--- config.mk ---
export PLATFORM = sky130hd
export DESIGN_NAME = sram_mem_ctrl
export DESIGN_NICKNAME = d
export VERILOG_FILES = /design/src/rtl/mem_ctrl_pkg.sv /design/src/rtl/sram_access_timer.sv /design/src/rtl/sram_mem_ctrl.sv
export SDC_FILE = /design/constraint.sdc
export NUM_CORES = 1
export LEC_CHECK = 0
export BUFFER_PORTS_ARGS = -buffer_cell sky130_fd_sc_hd__buf_2
export CORE_AREA = 2 2 97 99
export CTS_CLUSTER_DIAMETER = 100
export DETAILED_ROUTE_END_ITERATION = 10
export DIE_AREA = 0 0 99 101
export GPL_TIMING_DRIVEN = 1
export PLACE_DENSITY = 0.74
export SETUP_SLACK_MARGIN = 0.5
export SLEW_MARGIN = 20
export SYNTH_ARGS = -nofsm -noshare
export SYNTH_HDL_FRONTEND = slang
export SYNTH_SLANG_ARGS = --single-unit
--- constraint.sdc ---
create_clock -name clk -period 3.2 [get_ports clk]
set_clock_uncertainty 0.2 [all_clocks]
set_input_delay 0.64 -clock clk [delete_from_list [all_inputs] [get_ports clk]]
set_output_delay 0.64 -clock clk [all_outputs]
set_load 0.05 [all_outputs]
--- src/rtl/mem_ctrl_pkg.sv ---
// Shared types and widths for the SRAM memory controller.
package mem_ctrl_pkg;

    localparam int unsigned HALF_W = 16;
    localparam int unsigned WORD_W = 32;

    typedef enum logic [1:0] {
        IDLE,
        LO,
        HI,
        DONE
    } mem_ctrl_state_t;

endpackage

--- src/rtl/sram_access_timer.sv ---
// Per-phase cycle counter: counts 0..ACCESS_CYC-1 while a half-word is on the pins.
module sram_access_timer
    import mem_ctrl_pkg::*;
#(
    parameter int unsigned ACCESS_CYC = 2
) (
    input  logic clk,
    input  logic rst,
    input  logic clear_i,
    input  logic load_i,
    output logic last_o
);

    localparam logic [1:0] LastCnt = 2'(ACCESS_CYC - 1);

    logic [1:0] cnt_q, cnt_d;

    // Clear wins over advance; otherwise hold.
    always_comb begin
        cnt_d = cnt_q;
        if (clear_i) begin
            cnt_d = '0;
        end else if (load_i) begin
            cnt_d = cnt_q + 2'd1;
        end
    end

    // Counter register.
    always_ff @(posedge clk or posedge rst) begin
        if (rst) begin
            cnt_q <= '0;
        end else begin
            cnt_q <= cnt_d;
        end
    end

    assign last_o = (cnt_q == LastCnt);

endmodule

--- src/rtl/sram_mem_ctrl.sv ---
// MEM-stage controller splitting 32-bit loads/stores into two 16-bit async SRAM accesses.
// Optional build macro SRAM_STALL_CNT_EN adds a saturating freeze-cycle counter (stall_cnt).
module sram_mem_ctrl
    import mem_ctrl_pkg::*;
#(
    parameter int unsigned ACCESS_CYC = 2,
    parameter int unsigned SRAM_AW    = 18,
    parameter int unsigned BASE_ADDR  = 1024
) (
    input  logic                clk,
    input  logic                rst,
    input  logic                rd_en,
    input  logic                wr_en,
    input  logic [WORD_W-1:0]   addr,
    input  logic [WORD_W-1:0]   st_val,
    output logic [WORD_W-1:0]   rd_data,
    output logic                ready,
    output logic [SRAM_AW-1:0]  sram_addr,
    output logic [HALF_W-1:0]   sram_dq_o,
    output logic                sram_dq_oe,
    input  logic [HALF_W-1:0]   sram_dq_i,
    output logic                sram_ce_n,
    output logic                sram_we_n,
    output logic                sram_oe_n
`ifdef SRAM_STALL_CNT_EN
    ,
    output logic [31:0]         stall_cnt
`endif
);

    localparam int unsigned WAW = SRAM_AW - 1;

    mem_ctrl_state_t state_q, state_d;
    logic [WAW-1:0]    waddr_q, waddr_d;
    logic [WORD_W-1:0] st_val_q, st_val_d;
    logic [WORD_W-1:0] rd_data_q, rd_data_d;
    logic              wr_q, wr_d;
    logic              req;
    logic              last;
    logic              tmr_load, tmr_clear;

    assign req = rd_en | wr_en;

    sram_access_timer #(
        .ACCESS_CYC (ACCESS_CYC)
    ) u_timer (
        .clk     (clk),
        .rst     (rst),
        .clear_i (tmr_clear),
        .load_i  (tmr_load),
        .last_o  (last)
    );

    // Timer advances inside a phase and restarts at each phase boundary.
    always_comb begin
        tmr_load  = ((state_q == LO) || (state_q == HI)) && !last;
        tmr_clear = !tmr_load;
    end

    // Next-state, request latching and read-data capture.
    always_comb begin
        state_d   = state_q;
        waddr_d   = waddr_q;
        st_val_d  = st_val_q;
        wr_d      = wr_q;
        rd_data_d = rd_data_q;
        unique case (state_q)
            IDLE: begin
                if (req) begin
                    state_d  = LO;
                    wr_d     = wr_en;
                    // 32-bit wrap, then truncate to the SRAM word space.
                    waddr_d  = WAW'((addr - BASE_ADDR) >> 2);
                    st_val_d = st_val;
                end
            end
            LO: begin
                if (last) begin
                    state_d = HI;
                    if (!wr_q) begin
                        rd_data_d[HALF_W-1:0] = sram_dq_i;
                    end
                end
            end
            HI: begin
                if (last) begin
                    state_d = DONE;
                    if (!wr_q) begin
                        rd_data_d[WORD_W-1:HALF_W] = sram_dq_i;
                    end
                end
            end
            DONE: begin
                // Request is still high here but belongs to the finished access.
                state_d = IDLE;
            end
            default: state_d = IDLE;
        endcase
    end

    // State and datapath registers.
    always_ff @(posedge clk or posedge rst) begin
        if (rst) begin
            state_q   <= IDLE;
            waddr_q   <= '0;
            st_val_q  <= '0;
            wr_q      <= 1'b0;
            rd_data_q <= '0;
        end else begin
            state_q   <= state_d;
            waddr_q   <= waddr_d;
            st_val_q  <= st_val_d;
            wr_q      <= wr_d;
            rd_data_q <= rd_data_d;
        end
    end

    // Pin and handshake decode from the current state.
    always_comb begin
        ready      = 1'b0;
        sram_addr  = '0;
        sram_dq_o  = '0;
        sram_dq_oe = 1'b0;
        sram_ce_n  = 1'b1;
        sram_we_n  = 1'b1;
        sram_oe_n  = 1'b1;
        unique case (state_q)
            IDLE: ready = !req;
            LO: begin
                sram_addr = {waddr_q, 1'b0};
                sram_ce_n = 1'b0;
                if (wr_q) begin
                    sram_we_n  = 1'b0;
                    sram_dq_oe = 1'b1;
                    sram_dq_o  = st_val_q[HALF_W-1:0];
                end else begin
                    sram_oe_n = 1'b0;
                end
            end
            HI: begin
                sram_addr = {waddr_q, 1'b1};
                sram_ce_n = 1'b0;
                if (wr_q) begin
                    sram_we_n  = 1'b0;
                    sram_dq_oe = 1'b1;
                    sram_dq_o  = st_val_q[WORD_W-1:HALF_W];
                end else begin
                    sram_oe_n = 1'b0;
                end
            end
            DONE: ready = 1'b1;
            default: ready = 1'b0;
        endcase
    end

    assign rd_data = rd_data_q;

`ifdef SRAM_STALL_CNT_EN
    logic [31:0] stall_cnt_q, stall_cnt_d;

    // Count freeze cycles, saturating at all-ones.
    always_comb begin
        stall_cnt_d = stall_cnt_q;
        if (!ready && (stall_cnt_q != 32'hFFFF_FFFF)) begin
            stall_cnt_d = stall_cnt_q + 32'd1;
        end
    end

    // Stall counter register.
    always_ff @(posedge clk or posedge rst) begin
        if (rst) begin
            stall_cnt_q <= '0;
        end else begin
            stall_cnt_q <= stall_cnt_d;
        end
    end

    assign stall_cnt = stall_cnt_q;
`else
    // No stall instrumentation in this build.
`endif

endmodule
== After elaboration in Yosys (flattened, before gate mapping) ==
Cells that the tools add are included.

* $add $sub $neg: 2
* Equality and inequality tests: 7
* Multiplexer cells: 16
* Bitwise operators: 2
* Reductions and logical operators: 10

{| class="wikitable"
|+ Operator list
! kind !! number
|-
| $pmux 18 s2 || 1
|-
| $mux 16 || 2
|-
| $pmux 16 s2 || 1
|-
| $sub 19x11->19 const B || 1
|-
| $reduce_and 3->1 || 3
|-
| $mux 2 || 4
|-
| $pmux 2 s4 || 1
|-
| $mux 1 || 6
|-
| $ne 2x2->1 const B || 3
|-
| $eq 2x1->1 const B || 2
|-
| $eq 2x2->1 const B || 2
|-
| $add 2x1->2 const B || 1
|-
| $logic_not 1->1 || 2
|-
| $logic_not 2->1 || 1
|-
| $pmux 1 s2 || 1
|-
| $reduce_and 2->1 || 1
|-
| $reduce_or 2->1 || 1
|-
| $logic_and 1x1->1 || 1
|-
| $logic_or 1x1->1 || 1
|-
| $not 1->1 || 1
|-
| $or 1x1->1 || 1
|}

* Register bits after elaboration: 86
* Input bits: 84
* Output and inout port bits: 71
* Logic and storage cells: 44

== Logic depth before layout (Yosys ltp) ==
* Depth after elaboration: 4
* Depth in mapped cells: 7
* Gate-level depth less buffers: 5

== Cells and area by module ==
From an unflattened synthesis, not the netlist that was laid out.

* Cells, all modules: 381
* Area, all modules: 3783.6 um^2

{| class="wikitable"
|+ By module, submodules not included
! module !! instances !! cells each !! area each (um^2) !! seq. area each (um^2)
|-
| sram_mem_ctrl || 1 || 372 || 3689.8 || 2102.0
|-
| sram_access_timer || 1 || 9 || 93.8 || 50.0
|}

== Least setup slack after synthesis ==
No wires, ideal clock.

* Path type: register to output
* From: reg state_q[0]
* To: out sram_dq_o[10]
* Arrival: 2.312 ns
* Required time: 2.360 ns
* Setup slack: 0.048 ns
* Stages on the path, launching flop included: 7
* Path through: dfrtp_1 inv_1 ha_1 buf_2 buf_1 a22oi_1 nor2_1

* Word-level cells in the longest chain between the ends: 2
* Elaborated cells between the ends (all ways): 3

{| class="wikitable"
|+ RTL lines
! element !! RTL line !! text
|-
| start, declared || sram_mem_ctrl.sv:33 || <nowiki>mem_ctrl_state_t state_q, state_d;</nowiki>
|-
| start signal, assigned || sram_mem_ctrl.sv:110 || <nowiki>state_q <= state_d;</nowiki>
|-
| $eq 2x2->1 / $eq 2x1->1 (equally long branches) || sram_mem_ctrl.sv:127 || <nowiki>unique case (state_q)</nowiki>
|-
| $pmux 16 s2 * || sram_mem_ctrl.sv:127 ||
|-
| end, declared || sram_mem_ctrl.sv:19 || <nowiki>output logic [HALF_W-1:0] sram_dq_o,</nowiki>
|}

Every way passes the cells marked *; elsewhere a longest branch is shown, timed or not.

== Worst setup path in the final report ==
* From: reg state_q[0]
* To: out sram_dq_o[15]

The elaborated chain is that of the path after synthesis.

==> results_dict.tcl <==
set metrics [dict create \
    r2r-start "state_q[1]" \
    synthCells 378 \
    critPathKind "register to primary output" \
    clock-root-buffer "clkbuf_8" \
    antenna_cells 0 \
    multiInputGateArea_sq_um 1650 \
    drc 0 \
    synth_async_sr_flop_share_pct 100 \
    fin_crit_sh_pct 82.9 \
    start_kind "register" \
    worstHoldPathType "primary input to async pin" \
    arrival_ns 1.81 \
    status "finished, final reports clean" \
    overflow 0 \
    finalWirelength_microns 9230 \
    die_w_microns 99 \
    dieArea_sq_um 10000 \
    antenna_found_initial 0 \
    finalHoldViolCount 0 \
    path_delay_family "buffers and inverters" \
    drv_slew 0 \
    drive_gt1_share_pct 45.1 \
    clock-sinks 86 \
    cp.buffers_inverters 3 \
    max_freq_ghz 0.377 \
    clockBufferDepth 2 \
    worst_pin_slew_ns 0.816 \
    synth_cell_type_count 29 \
    area_delta_synth_final_pct 35.1 \
    tns_ns 0 \
    ys_seq_elements 86 \
    final_common_cell "nand2_1" \
    gp_congestion 0.758 \
    track_usage_pct 18.9 \
    synth_largest_area_cell "dfrtp_1" \
    cp-startpoint "state_q[0]" \
    synth.yosys.warnings 0 \
    seqCellArea_sq_um 2150 \
    syn_area_sq_um 3760 \
    seq_area_frac_synth_pct 57.2 \
    via_count 3147 \
    crit_path_end_kind "primary output" \
    synth_ff_type "dfrtp_1" \
    cts_tree "built" \
    hpwlAfterDp_microns 6480 \
    synth_edf_count 0 \
    preCtsSetupSlack_ns 0.468 \
    cts_inserted_buffers 9 \
    cp_data_required_time_ns 2.36 \
    portBuffers 139 \
    coreArea_sq_um 8980 \
    synth_area_per_cell_sq_um 9.96 \
    path_cells "inv_2, ha_4, nand2_1, buf_8, nor2_4, buf_2" \
    finalSetupViolCount 0 \
    ctsHtreeMaxLevel 3 \
    slew_headroom_pct 45.5 \
    grt_pass1_vias 3197 \
    ant_nets 0 \
    max_stage_delay_ns 0.41 \
    max-cap-violations 0 \
    pin_count 155 \
    post-route-min-period_ns 2.65 \
    start_util_pct 41.9 \
    first_pass_iters 4 \
    critPathSlowestCell "dfrtp_1" \
    grt_max_degree 39 \
    clk_pin_slew_worst_paths_ns 0.10 \
    die_y_microns 101 \
    avgViaCountPerCell 4.94 \
    netlist.area_leader.share_pct 57.2 \
    n_fill_cell 797 \
    wire_per_inst_microns 14.5 \
    synthTopCellsByArea "dfrtp_1 57%, nand2_1 13%, mux2_2 9.6%" \
    nNetsFinal 612 \
    rsz0062_at_grt "false" \
    setup_ws_ns 0.548 \
    syn_nets 469 \
    clkLatencyLatePin_ns 0.35 \
    rows 35 \
    worstPathMaxFanout 18 \
    layout_common_cells "131 x nand2_1, 106 x buf_2, 86 x dfrtp_1" \
    grt_pass1_wl_microns 15200 \
    drt_iter0_drc 112 \
]
-- layer usage --
| layer | vias up | share of wire [%] | GRT usage, % | wire length, microns |
|---|---|---|---|---|
| met5 | - | 0 | 0 | 0 |
| met4 | 0 | 1.3 | 6.22 | 118 |
| met3 | 13 | 5.5 | 3.12 | 508 |
| met2 | 100 | 49 | 32.3 | 4520 |
| met1 | 1516 | 44 | 24.7 | 4090 |
| li1 | 1518 | - | - | - |
-- per-stage QoR --
step / util, % / cells / hold slack (ns) / area, sq um
detailed placement: 52.2 / 616 / 0.229 / 4690
global route: 56.6 / 637 / 0.266 / 5080
floorplan: - / 378 / 0.209 / 3870
finish: 56.6 / 637 / 0.220 / 5080
CTS: 55.9 / 635 / 0.241 / 5010
global placement: 52.2 / 616 / 0.220 / 4690
-- flip-flops by register name, summed over array words and instances, names as in the netlist --
name and count:
wr_q 1, u_timer.cnt_q 2, st_val_q 32, rd_data 32
state_q 2, waddr_q 17
-- logic make-up (layout without fill, tap and decap cells) --
kind of cell,Yosys count,after routing,share of synthesized area (%)
muxes,34,34,10.1
xor gates and xnor gates,1,1,0.233
AOI/OAI and AO/OA,32,32,5.85
and+or+nand+nor,191,191,21.4
adders and majority gates,7,7,2.33
DFF,86,86,57.2
buffers and inverters,27,175,2.86
-- cells in the mapped netlist (2+ instances only) --
cell type and number:
or4_1 3, o31ai_1 2, ha_1 7, nor2_1 28, clkbuf_1 13, o21ai_0 5
a22oi_1 16, a31oi_1 5, dfrtp_1 86, nand2b_1 4, mux2_2 32, or3_1 2
nand2_1 131, and2_1 17, mux2i_1 2, inv_1 8, buf_2 5
-- final timing paths --
| path | to | slack (ns) | depth (start not counted) |
|---|---|---|---|
| max | sram_dq_o[15] | 0.55 | 6 |
| min | st_val_q[9] | 0.22 | 2 |
| max reg2reg | rd_data[19] | 1.02 | 5 |
| min reg2reg | u_timer.cnt_q[0] | 0.24 | 1 |
| max in group asynchronous | rd_data[9] | 1.74 | 3 |
| min in group clk | u_timer.cnt_q[0] | 0.24 | 1 |
-- area by class of cell --
cell class | instances | share of cell area [%]
Clock buffer | 10 | 2.71
Clock inverter | 6 | 1.33
Inverter | 8 | 0.665
Multi-Input combinational cell | 265 | 32.4
Sequential cell | 86 | 42.3
Tap cell | 111 | 2.73
Timing Repair Buffer | 151 | 17.8
-- what timing repair did --
item,4_1_cts,5_1_grt
buffers inserted,3,2
hold buffers,0,0
resized for setup,29,16
setup endpoints to repair,35,35
pin swaps,2,1
Power is left out: the tool's default activity adds up to more than one toggle a clock period on the data nets, which glitch-free logic cannot reach.
